### src/rtl/interrupt_source.sv
// Periodic/software interrupt source: a down-counting timer and a software strobe feed an
// event queue that is drained one pulse at a time, each pulse needing a handler ack.
//
// state    | meaning
// ---------+-----------------------------------------------------------
// IDLE     | no pulse in flight; launches as soon as queued > 0
// PULSE    | int_out high for PULSE_LEN cycles
// GAP      | int_out low for GAP_LEN cycles before waiting on the handler
// WAIT_ACK | holds until ack; ack in any other state is dropped
module interrupt_source #(
    parameter int PULSE_LEN = 2,
    parameter int GAP_LEN   = 2
) (
    input  logic        clk,
    input  logic        rst,
    input  logic        enable,
    input  logic        load,
    input  logic [31:0] period_in,
    input  logic        sw_trig,
    input  logic        ack,
    input  logic        clr_ovf,
    output logic        int_out,
    output logic [3:0]  queued,
    output logic        overflow,
    output logic        busy,
    output logic [31:0] count
);

    localparam logic [1:0] ST_IDLE     = 2'd0;
    localparam logic [1:0] ST_PULSE    = 2'd1;
    localparam logic [1:0] ST_GAP      = 2'd2;
    localparam logic [1:0] ST_WAIT_ACK = 2'd3;

    localparam logic [3:0] PULSE_INIT = 4'(PULSE_LEN - 1);
    localparam logic [3:0] GAP_INIT   = 4'(GAP_LEN - 1);
    localparam logic [3:0] QUEUE_MAX  = 4'd15;

    logic [31:0] period_q, period_d;
    logic [31:0] count_q, count_d;
    logic [3:0]  queued_q, queued_d;
    logic        overflow_q, overflow_d;
    logic [1:0]  state_q, state_d;
    logic [3:0]  phase_q, phase_d;
    logic        int_q, int_d;
    logic        busy_q, busy_d;

    logic        tick;
    logic        launch;
    logic        ovf_set;
    logic [1:0]  events;
    logic [4:0]  queue_sum;

    // Load takes priority over the decrement and suppresses the tick of that cycle.
    always_comb begin
        period_d = period_q;
        count_d  = count_q;
        tick     = 1'b0;
        if (load) begin
            period_d = period_in;
            count_d  = (period_in == '0) ? '0 : period_in - 32'd1;
        end else if (enable && (period_q != '0)) begin
            if (count_q == '0) begin
                tick    = 1'b1;
                count_d = period_q - 32'd1;
            end else begin
                count_d = count_q - 32'd1;
            end
        end
    end

    assign launch    = (state_q == ST_IDLE) && (queued_q != 4'd0);
    assign events    = {1'b0, tick} + {1'b0, sw_trig};
    assign queue_sum = {1'b0, queued_q} + {3'b000, events} - {4'b0000, launch};

    always_comb begin
        queued_d = queue_sum[3:0];
        ovf_set  = 1'b0;
        if (queue_sum > {1'b0, QUEUE_MAX}) begin
            queued_d = QUEUE_MAX;
            ovf_set  = 1'b1;
        end
        overflow_d = ovf_set | (overflow_q & ~clr_ovf);
    end

    always_comb begin
        state_d = state_q;
        phase_d = phase_q;
        case (state_q)
            ST_IDLE: begin
                if (launch) begin
                    state_d = ST_PULSE;
                    phase_d = PULSE_INIT;
                end
            end
            ST_PULSE: begin
                if (phase_q == 4'd0) begin
                    state_d = ST_GAP;
                    phase_d = GAP_INIT;
                end else begin
                    phase_d = phase_q - 4'd1;
                end
            end
            ST_GAP: begin
                if (phase_q == 4'd0) begin
                    state_d = ST_WAIT_ACK;
                end else begin
                    phase_d = phase_q - 4'd1;
                end
            end
            ST_WAIT_ACK: begin
                if (ack) begin
                    state_d = ST_IDLE;
                end
            end
            default: begin
                state_d = ST_IDLE;
                phase_d = 4'd0;
            end
        endcase
    end

    // Outputs are registered off the next state so int_out has no input-to-output path.
    assign int_d  = (state_d == ST_PULSE);
    assign busy_d = (state_d != ST_IDLE);

    always_ff @(posedge clk) begin
        if (!rst) begin
            period_q   <= '0;
            count_q    <= '0;
            queued_q   <= '0;
            overflow_q <= 1'b0;
            state_q    <= ST_IDLE;
            phase_q    <= '0;
            int_q      <= 1'b0;
            busy_q     <= 1'b0;
        end else begin
            period_q   <= period_d;
            count_q    <= count_d;
            queued_q   <= queued_d;
            overflow_q <= overflow_d;
            state_q    <= state_d;
            phase_q    <= phase_d;
            int_q      <= int_d;
            busy_q     <= busy_d;
        end
    end

    assign int_out  = int_q;
    assign queued   = queued_q;
    assign overflow = overflow_q;
    assign busy     = busy_q;
    assign count    = count_q;

endmodule

### config.mk
export PLATFORM = sky130hd
export DESIGN_NAME = interrupt_source
export DESIGN_NICKNAME = d
export VERILOG_FILES = /design/src/rtl/interrupt_source.sv
export SDC_FILE = /design/constraint.sdc
export NUM_CORES = 1
export LEC_CHECK = 0
export BUFFER_PORTS_ARGS = -buffer_cell sky130_fd_sc_hd__buf_4
export CAP_MARGIN = 15
export CORE_MARGIN = 2
export CORE_UTILIZATION = 50
export DETAILED_ROUTE_END_ITERATION = 16
export HOLD_SLACK_MARGIN = 0.15
export PLACE_DENSITY = 0.7
export SLEW_MARGIN = 20
export SYNTH_ARGS = -nofsm -noshare
export SYNTH_HDL_FRONTEND = slang
export SYNTH_SLANG_ARGS = --single-unit
### constraint.sdc
create_clock -name clk -period 4.5 [get_ports clk]
set_input_delay 0.45 -clock clk [delete_from_list [all_inputs] [get_ports clk]]
set_output_delay 0.45 -clock clk [all_outputs]
set_load 0.02 [all_outputs]
# == Yosys cells after proc, flatten, opt, wreduce, memory -nomap -nowiden ==
# Cells that the tools add are included.
# totals
register_bits,77
inputBits,39
output_inout_bits,39
word_cells,55
# classes
addsub,7
magnitude_cmp,1
eq_ne,6
n_mux,18
bitwise,3
reduce_logical,12
# op_table
operator,count
32-bit two-way mux,4
"32-bit by 1-bit subtractor with 32-bit output, second input constant",3
32-bit zero test,2
32-bit nonzero test,1
4-bit two-way mux,4
4-bit case mux with 3 select lines,1
2-bit two-way mux,4
2-bit case mux with 4 select lines,1
4-bit by 2-bit adder with 5-bit output,1
"5-bit by 4-bit greater-than comparator with 1-bit output, second input constant",1
5-bit by 1-bit subtractor with 5-bit output,1
"2-bit by 1-bit == test with 1-bit output, second input constant",2
"2-bit == test, second input constant",2
4-bit zero test,1
1-bit two-way mux,4
"2-bit inequality test, second input constant",2
2-bit nonzero test,2
4-bit nonzero test,1
"4-bit by 1-bit subtractor with 4-bit output, second input constant",1
3-bit AND reduction,1
3-bit nonzero test,1
1-bit by 1-bit adder with 2-bit output,1
1-bit logical AND,2
2-bit zero test,1
other kinds (3),3

# == Depth between registers and ports, before layout ==
# Gate-level depths: netlist (run 1).
# logic_depth
word_depth,10
mapped_depth,15

# == Worst setup path after synthesis (run 1) ==
# OpenSTA, ideal clock, no wires.
# synth_timing
path_kind,register -> register
start,"register count_q[16], in the netlist count[16]"
end,"register count_q[26], in the netlist count[26]"
arrival_time_ns,3.657
t_required_ns,4.374
slack_ns,0.717
stages_incl_launch_ff,16
n_path_buf,3
period_less_slack_ns,3.783
path_cell_list,dfxtp_1 -> or4_4 -> or4b_1 -> buf_2 -> nor3_1 -> buf_2 -> buf_2 -> a21oi_1 -> ha_1 -> nor2b_1 -> and2_1 -> nand3_1 -> nor2_1 -> and3_1 -> o41ai_1 -> a21oi_1
# synth_via
elab_chain_len,4
word_cells_on_any_way,5
cone_classes,add/sub (1); mux (3); reduce/logical (1)
# synth_rtl
element,line_no,rtl
from (decl),39,"logic [31:0] count_q, count_d;"
from (signal assigned),138,count_q <= count_d;
32-bit by 1-bit subtractor with 32-bit output / 32-bit zero test (equally long branches),"66, 62",
32-bit two-way mux *,62,if (count_q == '0) begin
32-bit two-way mux *,61,end else if (enable && (period_q != '0)) begin
32-bit two-way mux *,58,if (load) begin
# Mark *: on every way between the ends. The rest lies on a longest branch, timed or not. The select of a mux whose other input is x is not followed.
# A chain may end at the register's enable or synchronous reset.

# == Final worst setup path (run 1) ==
# Ends and elaborated chain as after synthesis.

==> impl_metrics.env, run 1 <==
export IMPL_status="finished clean"
export IMPL_core_region_area_mm2=0.01079
export IMPL_ant_nets=0
export IMPL_die_x_um=108.9
export IMPL_drt_first_pass_iters=5
export IMPL_power_frac_comb=0.374
export IMPL_track_usage=0.3024
export IMPL_asyncSetResetFlopFracSynth=0
export IMPL_antenna_found_initial=0
export IMPL_vias=5743
export IMPL_drc=0
export IMPL_cellLeakagePower_nw=2.526
export IMPL_endpoint_kind="register"
export IMPL_rsz0062_at_grt="no"
export IMPL_ys_seq_area_frac=0.2802
export IMPL_register_area_mm2=0.001541
export IMPL_synth_adder_area_share=0.03684
export IMPL_drt_total_wl_mm=17.26
export IMPL_ys_top_cells_by_area="dfxtp_1, mux2i_1, a21oi_1"
export IMPL_insertion_delay_ns=0.38
export IMPL_grt_pass1_vias=5447
export IMPL_layout_nets=811
export IMPL_ys_warn_count=0
export IMPL_slew_violations=0
export IMPL_fin_cells=902
export IMPL_post_cts_setup_buffers=0
export IMPL_tightest_slew_ns=0.8166
export IMPL_hold_end="overflow"
export IMPL_cts_tree="built"
export IMPL_ctsResizeCount=0
export IMPL_r2r_end="count[26]"
export IMPL_cp_max_fo=9
export IMPL_area_growth_pct=17.15
export IMPL_power_switching_share=0.3656
export IMPL_synth_edff_count=0
export IMPL_start_util=0.5097
export IMPL_wire_per_inst_um=19.14
export IMPL_timing_final_ws_setup_ns=0.7593
export IMPL_power_density_mw_per_mm2=393.2
export IMPL_syn_num_nets=752
export IMPL_seq_power_share=0.344
export IMPL_final_util=0.5971
export IMPL_synth_top_family_by_area="simple AND/OR/NAND/NOR gates"
export IMPL_worstPathArrival_ns=4.01
export IMPL_worstSetupStartpointType="register"
export IMPL_fillers=975
export IMPL_hpwl_mm=12.21
export IMPL_synthFlopType="dfxtp_1"
export IMPL_p_total_mw=2.534
export IMPL_rows=38
export IMPL_skew_ns=0.01086
export IMPL_yosysTopAreaCell="dfxtp_1"
export IMPL_yosysTopAreaCellShare=0.2802
export IMPL_intPower_mw=1.608
export IMPL_grt_overflow=0
export IMPL_syn_inst=698
export IMPL_gp_congestion=0.9473
export IMPL_setup_tns_ns=0
export IMPL_synthMuxAreaShare=0.06573
export IMPL_portBuffers=77
export IMPL_holdBufCountCts=0
export IMPL_grt_pass1_wl_mm=27.96
export IMPL_diodes=0
export IMPL_ir_worst_vdd_mv=0.2826
export IMPL_synthSimpleGateAreaFrac=0.2679
export IMPL_slew_headroom=0.4506
export IMPL_viasPerCell=6.367
export IMPL_maxCapViolCount=0
export IMPL_die_h_um=108.9
export IMPL_setup_violations=0
export IMPL_cts_path_max_buffers=2
export IMPL_syn_area_per_cell_um2=7.882
export IMPL_dp_slack_ns=0.8560
export IMPL_path_class="register to register"
export IMPL_grt_max_degree=78
export IMPL_numCtsBuffers=9
export IMPL_dpl_cell_count=886
export IMPL_p_sw_mw=0.9263
export IMPL_min_from="clr_ovf"
export IMPL_finalHoldViolations=0
export IMPL_drive_gt1_frac=0.1693
export IMPL_ys_ff_latch=77
export IMPL_cts_sinks=77
export IMPL_max_freq_mhz=267.3
export IMPL_cts_htree_levels=3
export IMPL_die_area_mm2=0.01186
export IMPL_io_pins=78
export IMPL_min_period_ns=3.741
export IMPL_synth_cell_types=67
export IMPL_hold_class="primary input to register"
export IMPL_syn_area_mm2=0.005502
export IMPL_reg2reg_slack_ns=0.76
export IMPL_multiInputGateArea_mm2=0.003754
export IMPL_synth_compound_area_frac=0.2411
export IMPL_synth_xor_area_frac=0.06846
export IMPL_drtIter0Drc=572
export IMPL_hold_depth=3
export IMPL_cts_root_buffer="clkbuf_8"
export IMPL_fin_crit_sh=0.8313
export IMPL_rr_worst_depth=12
export IMPL_required_ns=4.77
export IMPL_path_clk_slew_ns=0.09
export IMPL_clkPwrFrac=0.281
export IMPL_r2r_start="count[16]"
cell usage after synthesis, types with 3 or more instances:
| library cell | number |
|---|---|
| dfxtp_1 | 77 |
| nor2_1 | 64 |
| a21oi_1 | 59 |
| o21ai_0 | 41 |
| nor2b_1 | 39 |
| mux2i_1 | 35 |
| nand2_1 | 32 |
| xnor2_1 | 30 |
| clkbuf_1 | 27 |
| nor3_1 | 26 |
| nor4_1 | 20 |
| inv_1 | 18 |
| nand3_1 | 17 |
| or3_1 | 14 |
| ha_1 | 13 |
| or4_1 | 13 |
| xor2_1 | 13 |
| a31oi_1 | 12 |
| o221a_2 | 11 |
| a21boi_0 | 8 |
| o31ai_1 | 8 |
| and2_1 | 7 |
| buf_2 | 7 |
| o41ai_1 | 7 |
| a21o_1 | 6 |
| o211ai_1 | 6 |
| a22oi_1 | 5 |
| nand4_1 | 5 |
| or2_2 | 5 |
| a221oi_1 | 4 |
| buf_1 | 4 |
| nand2b_1 | 4 |
| nor3b_1 | 4 |
| o21a_1 | 4 |
| o22ai_1 | 4 |
| a2111oi_0 | 3 |
| a211oi_1 | 3 |
| a22o_1 | 3 |
| and3_1 | 3 |
| nand3b_1 | 3 |
| o221ai_1 | 3 |
cells in the final DEF (no fill, tap or decap), types with 5 or more instances in the layout:
cell type / n
buf_4: 86
dfxtp_1: 77
nor2_1: 64
a21oi_1: 59
o21ai_0: 41
nor2b_1: 39
mux2i_1: 35
nand2_1: 32
xnor2_1: 30
nor3_1: 25
nor4_1: 20
inv_1: 18
nand3_1: 17
or3_1: 14
xor2_1: 13
or4_1: 13
ha_1: 13
a31oi_1: 12
o221a_2: 11
clkbuf_8: 9
a21boi_0: 8
o31ai_1: 8
and2_1: 7
o211ai_1: 6
o41ai_1: 6
a21o_1: 6
or2_2: 5
a22oi_1: 5
nand4_1: 5
cells by family (layout without fill, tap and decap cells):
logic type | Yosys count | count (layout)
AO/OA/AOI/OAI | 201 | 201
buffers and inverters | 56 | 120
multiplexers | 36 | 36
XOR/XNOR | 43 | 43
AND/OR/NAND/NOR | 270 | 270
flip-flops | 77 | 77
adder cells (fa/ha/maj) | 15 | 15
worst max path at each step:
stage | to | slack (ns) | startpoint
floorplan | count[26] | 0.72 | count[16]
global placement | count[26] | 0.95 | count[16]
detailed placement | count[26] | 0.86 | count[16]
CTS | count[26] | 0.81 | count[16]
global route | count[30] | 0.45 | count[21]
finish | count[26] | 0.76 | count[16]
state kept, by name (all words and copies together), names as in the netlist:
name / flops
overflow: 1
period_q: 32
state_q: 2
busy: 1
phase_q: 4
queued: 4
count: 32
int_out: 1
cell type report:
class | instances | area share
Timing Repair Buffer | 86 | 0.1002
Multi-Input combinational cell | 565 | 0.5824
Clock inverter | 7 | 0.02136
Clock buffer | 9 | 0.01922
Tap cell | 140 | 0.02718
Inverter | 18 | 0.01048
Sequential cell | 77 | 0.2392
stage by stage:
stage	instance area [um^2]	hold slack (ns)
after floorplan	5502	0.5031
after global placement	6183	0.4843
after detailed placement	6183	0.4908
after CTS	6445	0.3306
after global routing	6445	0.3626
final	6445	0.3433
power by group through the flow:
stage / Clock (mW) / Combinational (mW) / Sequential [mW]
CTS: 0.715 / 0.945 / 0.869
global placement: 0 / 0.896 / 0.881
detailed placement: 0 / 0.931 / 0.884
global route: 0.737 / 1.05 / 0.886
floorplan: 0 / 0.602 / 0.918
finish: 0.712 / 0.949 / 0.873
worst max-delay path, cell delays in order, from the launching register on:
cell and delay (ns):
dfxtp_1 0.37, or4_4 0.59, or4b_1 0.72, nor3_2 0.32, a21oi_1 0.14, ha_1 0.23, nor2b_1 0.16, and2_1 0.20
nand3_1 0.19, nor2_1 0.13, and3_1 0.21, o41ai_1 0.27, a21oi_1 0.12
per-layer routing:
layer  global-route usage  share of wire
met4               0.1419          0.030
met3              0.04483          0.083
met1               0.4065           0.43
met5                    0              0
met2               0.4756           0.45
(Power assumes the default switching activity.)
==> run 2: changes to the inputs <==
- clock period: 4.5 -> 3.64 ns (I/O delays scaled with it)
==> run 2 against run 1 <==
  * Sequential share of layout area decreased by 0.68 points
  * Power rose by 20%
  * Via count rose by 2.3%
  * Clock power up 6.5%
  * Global-route usage rose by 0.46 points
  * Maximum frequency increased by 7.7%
  * Highest routed layer unchanged
==> impl_metrics.env, run 2 (synthesized netlist as in run 1, its figures left out) <==
export IMPL_ir_worst_vdd_mv=0.4132
export IMPL_r2r_end="queued[2]"
export IMPL_path_class="register to register"
export IMPL_worstPathArrival_ns=3.73
export IMPL_numCtsBuffers=9
export IMPL_drive_gt1_frac=0.2025
export IMPL_cts_htree_levels=3
export IMPL_intPower_mw=1.903
export IMPL_rr_worst_depth=10
export IMPL_crit_path_top_delay_cell="or4_4"
export IMPL_drt_total_wl_mm=17.49
export IMPL_max_stage_delay_ns=0.58
export IMPL_grt_overflow=0
export IMPL_die_h_um=108.9
export IMPL_portBuffers=77
export IMPL_cp_num_buf_inv=0
export IMPL_dp_slack_ns=0.1330
export IMPL_rsz0062_at_grt="no"
export IMPL_cp_max_fo=6
export IMPL_clkPwrFrac=0.248
export IMPL_drtIter0Drc=469
export IMPL_diodes=0
export IMPL_io_pins=78
export IMPL_slew_headroom=0.4906
export IMPL_drt_first_pass_iters=5
export IMPL_min_from="clr_ovf"
export IMPL_hold_end="overflow"
export IMPL_start_util=0.5097
export IMPL_die_x_um=108.9
export IMPL_grt_pass1_wl_mm=28.43
export IMPL_area_growth_pct=20.70
export IMPL_slew_violations=0
export IMPL_hpwl_mm=12.75
export IMPL_cts_root_buffer="clkbuf_8"
export IMPL_hold_depth=3
export IMPL_multiInputGateArea_mm2=0.003774
export IMPL_power_density_mw_per_mm2=459.7
export IMPL_hold_class="primary input to register"
export IMPL_grt_pass1_vias=5551
export IMPL_required_ns=3.90
export IMPL_dpl_cell_count=914
export IMPL_cts_tree="built"
export IMPL_track_usage=0.3069
export IMPL_die_area_mm2=0.01186
export IMPL_skew_ns=0.01680
export IMPL_ant_nets=0
export IMPL_setup_tns_ns=0
export IMPL_cts_path_max_buffers=2
export IMPL_endpoint_kind="register"
export IMPL_insertion_delay_ns=0.39
export IMPL_gp_congestion=1.006
export IMPL_final_util=0.6152
export IMPL_crit_chain="or4_4 > or4b_4 > or3_1 > nor3_1 > fa_1 > fa_1 > a21oi_1 > o21bai_1 > xnor2_1 > a21boi_0"
export IMPL_p_total_mw=3.052
export IMPL_postPlaceCellArea_mm2=0.006401
export IMPL_cellLeakagePower_nw=2.651
export IMPL_viasPerCell=6.318
export IMPL_most_common_layout_cells="buf_4, dfxtp_1, nor2_1, a21oi_1, o21ai_0"
export IMPL_reg2reg_slack_ns=0.17
export IMPL_layout_nets=839
export IMPL_worstSetupStartpointType="register"
export IMPL_setup_violations=0
export IMPL_tightest_slew_ns=0.7572
export IMPL_cp_top_family="simple AND/OR/NAND/NOR gates"
export IMPL_register_area_mm2=0.001543
export IMPL_fin_area_mm2=0.006640
export IMPL_fillers=979
export IMPL_min_period_ns=3.474
export IMPL_rows=38
export IMPL_cp_common_cell="fa_1"
export IMPL_vias=5876
export IMPL_cts_sinks=77
export IMPL_seq_power_share=0.350
export IMPL_whs_ns=0.2394
export IMPL_status="finished clean"
export IMPL_holdBufCountCts=0
export IMPL_max_freq_mhz=287.9
export IMPL_r2r_start="count[16]"
export IMPL_finalHoldViolations=0
export IMPL_grt_max_degree=78
export IMPL_maxCapViolCount=0
export IMPL_timing_final_ws_setup_ns=0.1663
export IMPL_power_frac_comb=0.401
export IMPL_fin_crit_sh=0.9543
export IMPL_p_sw_mw=1.149
export IMPL_post_cts_setup_buffers=0
export IMPL_ctsResizeCount=0
export IMPL_antenna_found_initial=0
export IMPL_wire_per_inst_um=18.80
export IMPL_layout_commonest_cell="buf_4"
export IMPL_core_region_area_mm2=0.01079
export IMPL_power_switching_share=0.3766
export IMPL_path_clk_slew_ns=0.09
export IMPL_drc=0
export IMPL_fin_cells=930
run 2: final cells by class:
type,instances,share of cell area
sequential,77,0.2323
timing repair buffer,114,0.1289
clock buffer,11,0.02129
multi-input combinational,565,0.5683
inverter,18,0.01018
clock inverter,5,0.01262
tap,140,0.02638
run 2: how the worst max path moves through the flow:
stage,start,to,slack [ns],cells past startpoint
2_1_floorplan,count[17],count[26],0.009,15
3_3_place_gp,count[16],overflow,0.20,10
3_5_place_dp,count[16],count[26],0.13,12
4_1_cts,count[16],count[26],0.1,12
5_1_grt,count[16],queued[2],0.04,10
6_report,count[16],queued[2],0.17,10
run 2: power groups by stage:
stage               Clock [mW]  Sequential, mW  Combinational (mW)
finish                   0.758            1.07                1.23
global route             0.796            1.09                1.36
CTS                      0.766            1.07                1.21
detailed placement           0            1.08                1.21
global placement             0            1.08                1.16
floorplan                    0            1.14               0.746
run 2: layer usage:
layer | routed length [um] | track usage | share of wire | up-vias
met5 | 0 | 0 | 0 | -
met4 | 556 | 0.1529 | 0.032 | 0
met3 | 1437 | 0.06276 | 0.082 | 47
met2 | 7949 | 0.4765 | 0.45 | 296
met1 | 7544 | 0.4036 | 0.43 | 2758
li1 | - | - | - | 2775
run 2: worst register-to-register path, cell delays in order (launching register included):
cell and delay [ns]:
dfxtp_2 0.36, or4_4 0.58, or4b_4 0.58, or3_1 0.39, nor3_1 0.31, fa_1 0.29
fa_1 0.22, a21oi_1 0.07, o21bai_1 0.23, xnor2_1 0.19, a21boi_0 0.12
